`config.mk`:
```
export PLATFORM = sky130hd
export DESIGN_NAME = operand_entry_flat
export DESIGN_NICKNAME = d
export VERILOG_FILES = /design/src/rtl/fpu_pkg.sv /design/src/rtl/operand_entry_if.sv /design/src/rtl/button_conditioner.sv /design/src/rtl/operand_entry.sv /design/src/flat_wrapper.sv
export SDC_FILE = /design/constraint.sdc
export NUM_CORES = 1
export LEC_CHECK = 0
export CORE_MARGIN = 2
export CORE_UTILIZATION = 45
export DETAILED_ROUTE_END_ITERATION = 8
export PLACE_DENSITY = 0.75
export REMOVE_ABC_BUFFERS = 1
export SLEW_MARGIN = 10
export SYNTH_ARGS = -nofsm -noshare
export SYNTH_HDL_FRONTEND = slang
export SYNTH_SLANG_ARGS = --single-unit
```
`constraint.sdc`:
```
create_clock -name clock -period 4.4 [get_ports clock]
set_input_delay 0.66 -clock clock [delete_from_list [all_inputs] [get_ports clock]]
set_output_delay 0.66 -clock clock [all_outputs]
set_load 0.02 [all_outputs]
```
`src/rtl/fpu_pkg.sv`:
```
// Shared constants and types for the operand entry block.
// Holds the default debounce length, the entry FSM state encoding
// and the number of byte lanes per 32-bit operand.
package fpu_pkg;

    // 10 ms of stable level at a 100 MHz clock
    localparam int DEBOUNCE_DEFAULT = 1000000;

    // Byte lanes per operand
    localparam int NUM_LANES = 4;

    typedef enum logic {
        IDLE  = 1'b0,
        VALID = 1'b1
    } state_t;

endpackage

```
`src/rtl/operand_entry_if.sv`:
```
// Bundle of the operand entry user/downstream signals.
// slave: the operand_entry block (consumes switches/buttons/op_ready, drives operands).
// master: whatever drives the switches and buttons and consumes the operand pair.
interface operand_entry_if;
    logic [7:0]  datain;
    logic [1:0]  seldata;
    logic        selnum;
    logic        datawork;
    logic        save_btn;
    logic        start_btn;
    logic        op_ready;
    logic [31:0] n0;
    logic [31:0] n1;
    logic [3:0]  mask0;
    logic [3:0]  mask1;
    logic        op_valid;
    logic        err;

    modport slave (
        input  datain, seldata, selnum, datawork, save_btn, start_btn, op_ready,
        output n0, n1, mask0, mask1, op_valid, err
    );

    modport master (
        output datain, seldata, selnum, datawork, save_btn, start_btn, op_ready,
        input  n0, n1, mask0, mask1, op_valid, err
    );
endinterface

```
`src/rtl/button_conditioner.sv`:
```
// Turns a raw bouncing push-button into a single one-cycle press pulse.
// Ports: clock/reset; raw (asynchronous button level); pulse (one cycle per accepted press).
// Latency: the pulse is visible after the (DEBOUNCE_CYCLES+2)th edge following the first high sample.
module button_conditioner #(
    parameter int DEBOUNCE_CYCLES = fpu_pkg::DEBOUNCE_DEFAULT
) (
    input  logic clock,
    input  logic reset,
    input  logic raw,
    output logic pulse
);
    localparam int CW = $clog2(DEBOUNCE_CYCLES) + 1;
    localparam logic [CW-1:0] LAST = CW'(DEBOUNCE_CYCLES - 1);

    logic          sync_a;
    logic          sync_b;
    logic          level;
    logic          level_q;
    logic [CW-1:0] count;

    always_ff @(posedge clock or posedge reset) begin
        if (reset) begin
            sync_a  <= 1'b0;
            sync_b  <= 1'b0;
            level   <= 1'b0;
            level_q <= 1'b0;
            count   <= '0;
            pulse   <= 1'b0;
        end else begin
            sync_a <= raw;
            sync_b <= sync_a;
            // Any return to the accepted level restarts the stability count,
            // so a bounce shorter than DEBOUNCE_CYCLES never flips the level.
            if (sync_b == level) begin
                count <= '0;
            end else if (count == LAST) begin
                level <= sync_b;
                count <= '0;
            end else begin
                count <= count + CW'(1);
            end
            level_q <= level;
            pulse   <= level & ~level_q;
        end
    end
endmodule

```
`src/rtl/operand_entry.sv`:
```
// Byte-wise entry of two 32-bit operands from switches, handed off to a downstream FSM.
// Ports: clock/reset; bus (slave modport) carries switches, buttons, op_ready and the operand outputs.
// A start with all 8 lanes written offers the pair (op_valid) until op_ready; otherwise err pulses.
module operand_entry
    import fpu_pkg::*;
#(
    parameter int DEBOUNCE_CYCLES = DEBOUNCE_DEFAULT
) (
    input  logic            clock,
    input  logic            reset,
    operand_entry_if.slave  bus
);
    logic                 save_pulse;
    logic                 start_pulse;
    state_t               state, state_next;
    logic [31:0]          n0_next, n1_next;
    logic [NUM_LANES-1:0] mask0_next, mask1_next;
    logic                 err_next;

    button_conditioner #(.DEBOUNCE_CYCLES(DEBOUNCE_CYCLES)) u_save (
        .clock (clock),
        .reset (reset),
        .raw   (bus.save_btn),
        .pulse (save_pulse)
    );

    button_conditioner #(.DEBOUNCE_CYCLES(DEBOUNCE_CYCLES)) u_start (
        .clock (clock),
        .reset (reset),
        .raw   (bus.start_btn),
        .pulse (start_pulse)
    );

    always_ff @(posedge clock or posedge reset) begin
        if (reset) begin
            state        <= IDLE;
            bus.n0       <= '0;
            bus.n1       <= '0;
            bus.mask0    <= '0;
            bus.mask1    <= '0;
            bus.op_valid <= 1'b0;
            bus.err      <= 1'b0;
        end else begin
            state        <= state_next;
            bus.n0       <= n0_next;
            bus.n1       <= n1_next;
            bus.mask0    <= mask0_next;
            bus.mask1    <= mask1_next;
            bus.op_valid <= (state_next == VALID);
            bus.err      <= err_next;
        end
    end

    always_comb begin
        state_next = state;
        n0_next    = bus.n0;
        n1_next    = bus.n1;
        mask0_next = bus.mask0;
        mask1_next = bus.mask1;
        err_next   = 1'b0;
        case (state)
            IDLE: begin
                if (save_pulse && bus.datawork) begin
                    if (bus.selnum) begin
                        n1_next[{bus.seldata, 3'b000} +: 8] = bus.datain;
                        mask1_next[bus.seldata]             = 1'b1;
                    end else begin
                        n0_next[{bus.seldata, 3'b000} +: 8] = bus.datain;
                        mask0_next[bus.seldata]             = 1'b1;
                    end
                end
                // Check the masks after this cycle's write so a save that
                // fills the last lane can coincide with the start press.
                if (start_pulse) begin
                    if ((&mask0_next) && (&mask1_next)) begin
                        state_next = VALID;
                    end else begin
                        err_next = 1'b1;
                    end
                end
            end
            VALID: begin
                if (bus.op_ready) begin
                    state_next = IDLE;
                    mask0_next = '0;
                    mask1_next = '0;
                end
            end
            default: state_next = IDLE;
        endcase
    end
endmodule

```
`src/flat_wrapper.sv`:
```
// flat-port wrapper written by rule: the top's interface ports become plain ports
module operand_entry_flat import fpu_pkg::*;
#(
    parameter int DEBOUNCE_CYCLES = DEBOUNCE_DEFAULT
)
  (clock, reset, bus_datain, bus_seldata, bus_selnum, bus_datawork, bus_save_btn, bus_start_btn, bus_op_ready, bus_n0, bus_n1, bus_mask0, bus_mask1, bus_op_valid, bus_err);
  operand_entry_if bus_i ();
  input  logic clock;
  input  logic reset;
  input wire logic [$bits(bus_i.datain)-1:0] bus_datain;
  input wire logic [$bits(bus_i.seldata)-1:0] bus_seldata;
  input wire logic [$bits(bus_i.selnum)-1:0] bus_selnum;
  input wire logic [$bits(bus_i.datawork)-1:0] bus_datawork;
  input wire logic [$bits(bus_i.save_btn)-1:0] bus_save_btn;
  input wire logic [$bits(bus_i.start_btn)-1:0] bus_start_btn;
  input wire logic [$bits(bus_i.op_ready)-1:0] bus_op_ready;
  output wire logic [$bits(bus_i.n0)-1:0] bus_n0;
  output wire logic [$bits(bus_i.n1)-1:0] bus_n1;
  output wire logic [$bits(bus_i.mask0)-1:0] bus_mask0;
  output wire logic [$bits(bus_i.mask1)-1:0] bus_mask1;
  output wire logic [$bits(bus_i.op_valid)-1:0] bus_op_valid;
  output wire logic [$bits(bus_i.err)-1:0] bus_err;
  assign bus_i.datain = bus_datain;
  assign bus_i.seldata = bus_seldata;
  assign bus_i.selnum = bus_selnum;
  assign bus_i.datawork = bus_datawork;
  assign bus_i.save_btn = bus_save_btn;
  assign bus_i.start_btn = bus_start_btn;
  assign bus_i.op_ready = bus_op_ready;
  assign bus_n0 = bus_i.n0;
  assign bus_n1 = bus_i.n1;
  assign bus_mask0 = bus_i.mask0;
  assign bus_mask1 = bus_i.mask1;
  assign bus_op_valid = bus_i.op_valid;
  assign bus_err = bus_i.err;
  operand_entry #(.DEBOUNCE_CYCLES(DEBOUNCE_CYCLES)) u_core (.clock(clock), .reset(reset), .bus(bus_i));
endmodule
```
==> impl_metrics.json <==
{
  "synth_cells": 468,
  "drcViolationCount": 0,
  "min-delay-path-class": "reg -> reg",
  "worst-setup-path-type": "in -> reg",
  "synth-seq-area-share_pct": 56.0,
  "dp_hpwl_mm": 8.85,
  "grt_start_max_net_pins": 76,
  "via_count_of_the_first_global_routing_pass": 4170,
  "crit_chain": "clkdlybuf4s50_1 -> inv_1 -> ha_1 -> nor3b_1 -> and2_1 -> mux2_2",
  "grt_setup_unrepaired": "false",
  "powerDensity_mw_per_mm2": 374,
  "crit_path_end_kind": "flop",
  "place_congestion": 0.760,
  "die_width_um": 116,
  "clk_transition_reported_paths_ns": 0.05,
  "globalRouteOverflowTotal": 0,
  "timing_worst_slew_pin_value_ns": 0.897,
  "p_total_w": 0.00274,
  "cts_buffers": 17,
  "timing.critical_path.slowest_stage_cell": "nor3b_1",
  "design.die.area_mm2": 0.0134,
  "detail_route.iter0.violations": 217,
  "combinational_group_share_of_total_power_pct": 3.5,
  "synthesis.area_mm2": 0.00563,
  "finalCritPeriodShare_pct": 58.6,
  "worst-r2r-setup-slack_ns": 1.98,
  "number_of_fill_cells": 994,
  "initial_utilization_pct": 46.5,
  "critPathLaunchType": "input pin",
  "postSynthRegisterBits": 126,
  "power.share.clock_pct": 53.7,
  "worstReg2RegStart": "u_core.u_save.count[2]$_DFF_PP0_",
  "postCtsResizedCells": 0,
  "via_count": 4038,
  "regToRegEndpoint": "u_core.u_save.count[18]$_DFF_PP0_",
  "max_slew_margin_pct": 39.6,
  "critPathCapture": "u_core.bus.n0[21]$_DFFE_PP0P_",
  "clock-root-buffer": "clkbuf_16",
  "p_int_w": 0.00217,
  "num_antenna_cells": 0,
  "final_antenna_net_count": 0,
  "wire_per_inst_um": 17.2,
  "share_seq_of_total_power_pct": 42.8,
  "irDropWorstVdd_uv": 233,
  "routed_wl_mm": 12.8,
  "cts_hold_repair.buffers": 0,
  "drt-pass1-iter-count": 4,
  "final_hold_viol_count": 0,
  "cts-htree-levels": 4,
  "final_max_slew_viol_count": 0,
  "cap_viol_max_count": 0,
  "final_period_minus_worst_setup_slack_ns": 2.58,
  "ctsLongestPathBuffers": 2,
  "die_height_um": 116,
  "place.port_buffers": 90,
  "arrival_ns": 2.93,
  "status": "finished, final reports clean",
  "global_route_wire_length_before_repair_mm": 20.8,
  "finalNetCount": 593,
  "timing.final.setup_violations": 0,
  "total_negative_slack_for_setup_checks_ns": 0,
  "area_delta_synth_final_pct": 30.0,
  "sw_ratio_pct": 20.7,
  "post_cts_buffers": 0,
  "static-leakage-power_nw": 3.39,
  "initial_antenna_violation_count": 0,
  "yosysWarnings": 0,
  "worstPathRequired_ns": 4.75,
  "syn_avg_cell_area_um2": 12.0,
  "timing.critical_path.slowest_cell_delay_ns": 0.71,
  "critPathLaunch": "bus_seldata[0]",
  "floorplan.rows": 40,
  "worst-path-max-fanout": 8,
  "drive_gt1_share_pct": 19.5,
  "p_switching_w": 0.000565,
  "grt_usage_pct": 20.3,
  "coreArea_mm2": 0.0121,
  "final.setup_skew_ns": 0.00806,
  "worst-r2r-cell-count": 5,
  "yosysUniqueCellTypes": 41,
  "ioPinCount": 91,
  "routed_via_density": 5.40,
  "worstSkewPairLatency_ns": 0.42,
  "cts_tree": "done",
  "max_clock_freq_mhz": 388,
  "tritoncts_num_sinks": 126
}
synthesized netlist by cell type, drive strengths merged:
cell     count  area (µm²)
dfrtp      126        3150
mux2        66         743
and2        39         244
nor2        34         128
nand2       27         114
a21oi       22         110
xor2        21         184
nand4       14         115
nand3       13        65.1
inv         10        37.5
o21ai       10        50.1
or3         10        62.6
buf          9        60.1
ha           9         113
o31ai        7        52.6
or4          6        45.0
and3         5        31.3
clkbuf       5        18.8
nor3b        5        48.8
and4         4        35.0
nor4         4        25.0
nor2b        3        18.8
xnor2        3        26.3
a32oi        2        17.5
a41o         2        20.0
nor3         2        15.0
o41ai        2        32.5
a2111o       1        11.3
a2bb2oi      1        8.76
and3b        1        8.76
mux2i        1        10.0
nand2b       1        6.26
nand4b       1        8.76
o2111ai      1        8.76
or2          1        6.26
how the worst min path moves through the flow:
stage	startpoint	end	slack, ns	cells after the start
2_1_floorplan	u_core.u_save.sync_a$_DFF_PP0_	u_core.u_save.sync_b$_DFF_PP0_	0.33	0
3_3_place_gp	u_core.u_save.sync_a$_DFF_PP0_	u_core.u_save.sync_b$_DFF_PP0_	0.34	0
3_5_place_dp	u_core.u_save.sync_a$_DFF_PP0_	u_core.u_save.sync_b$_DFF_PP0_	0.35	0
4_1_cts	u_core.u_save.sync_a$_DFF_PP0_	u_core.u_save.sync_b$_DFF_PP0_	0.37	0
5_1_grt	u_core.u_start.sync_a$_DFF_PP0_	u_core.u_start.sync_b$_DFF_PP0_	0.38	0
6_report	u_core.u_save.sync_a$_DFF_PP0_	u_core.u_save.sync_b$_DFF_PP0_	0.37	0
placed cells by master, fill, tap and decap left out, types with 2 or more instances in the layout:
cell	n
mux2_2	66
and3_1	5
dfrtp_1	126
clkinvlp_4	2
xnor2_1	3
clkbuf_8	2
nand3_1	13
nor2b_1	3
a41o_1	2
a21oi_1	22
buf_4	4
inv_1	9
o41ai_2	2
nor2_1	34
and2_1	39
nand2_2	5
nand4_1	11
or4_1	6
nand4_2	2
ha_1	9
nor3b_1	4
clkinv_2	4
o21ai_0	10
and4_1	4
a32oi_1	2
xor2_1	21
clkbuf_1	2
clkdlybuf4s50_1	90
nor4_1	4
bufinv_16	4
nand2_1	22
or3_1	10
o31ai_1	7
clkbuf_16	17
power by group through the flow:
stage	clock network (W)	logic (W)	registers (W)
after floorplan	0	0.0000525	0.00119
after global placement	0	0.0000935	0.00119
after detailed placement	0	0.0000975	0.00119
after CTS	0.00149	0.0000985	0.00117
after global routing	0.00155	0.000109	0.00117
final	0.00147	0.0000959	0.00117
layer usage:
| layer | wire [µm] | track usage (%) | vias to the layer above |
|---|---|---|---|
| li1 | - | - | 1857 |
| met1 | 5460 | 25.2 | 2027 |
| met2 | 6350 | 33.8 | 133 |
| met3 | 769 | 6.07 | 21 |
| met4 | 267 | 7.70 | 0 |
| met5 | 0 | 0 | - |
final cells by class:
type | instances | area (µm²) | share of cell area [%]
Tap cell | 168 | 210 | 2.87
Sequential cell | 126 | 3150 | 43.1
Multi-Input combinational cell | 318 | 2360 | 32.3
Timing Repair Buffer | 94 | 931 | 12.7
Inverter | 10 | 40.0 | 0.547
Clock buffer | 21 | 460 | 6.29
Clock inverter | 11 | 164 | 2.24
worst max-delay path: cells and delay by family:
kind / cells / cell delay, ns
and+or+nand+nor: 2 / 0.96
buffers and inverters: 2 / 0.77
adders and majority gates: 1 / 0.38
muxes: 1 / 0.16
state kept, by name, indices dropped and copies added, names as in the netlist:
signal and cells:
u_core.u_start.sync_b 1, u_core.u_start.sync_a 1, u_core.bus.op_valid 1, u_core.bus.mask1 4, u_core.u_start.level_q 1, u_core.u_save.count 21, u_core.u_save.sync_b 1, u_core.u_start.level 1
u_core.u_save.level 1, u_core.u_start.count 21, u_core.bus.n1 32, u_core.bus.err 1, u_core.u_save.sync_a 1, u_core.u_save.pulse 1, u_core.u_save.level_q 1, u_core.bus.mask0 4
u_core.bus.n0 32, u_core.u_start.pulse 1
per-stage QoR:
step,area [µm²],util (%),setup slack (ns),instances,hold WS [ns]
floorplan,5560,-,0.384,454,0.331
global placement,6700,55.3,1.52,716,0.335
detailed placement,6700,55.3,1.43,716,0.353
CTS,7320,60.5,1.85,748,0.368
global route,7320,60.5,1.64,748,0.376
finish,7320,60.5,1.82,748,0.373
kinds of logic (layout without fill, tap and decap cells):
logic type	count (synthesis)	count (layout)	share of synthesized area, %
AO/OA/AOI/OAI	48	48	5.53
XOR/XNOR	24	24	3.73
AND/OR/NAND/NOR	170	170	17.3
flip-flops	126	126	56.0
adder cells (fa/ha/maj)	9	9	2.00
buffers and inverters	24	136	2.07
multiplexers	67	67	13.4
(Power assumes the default switching activity.)
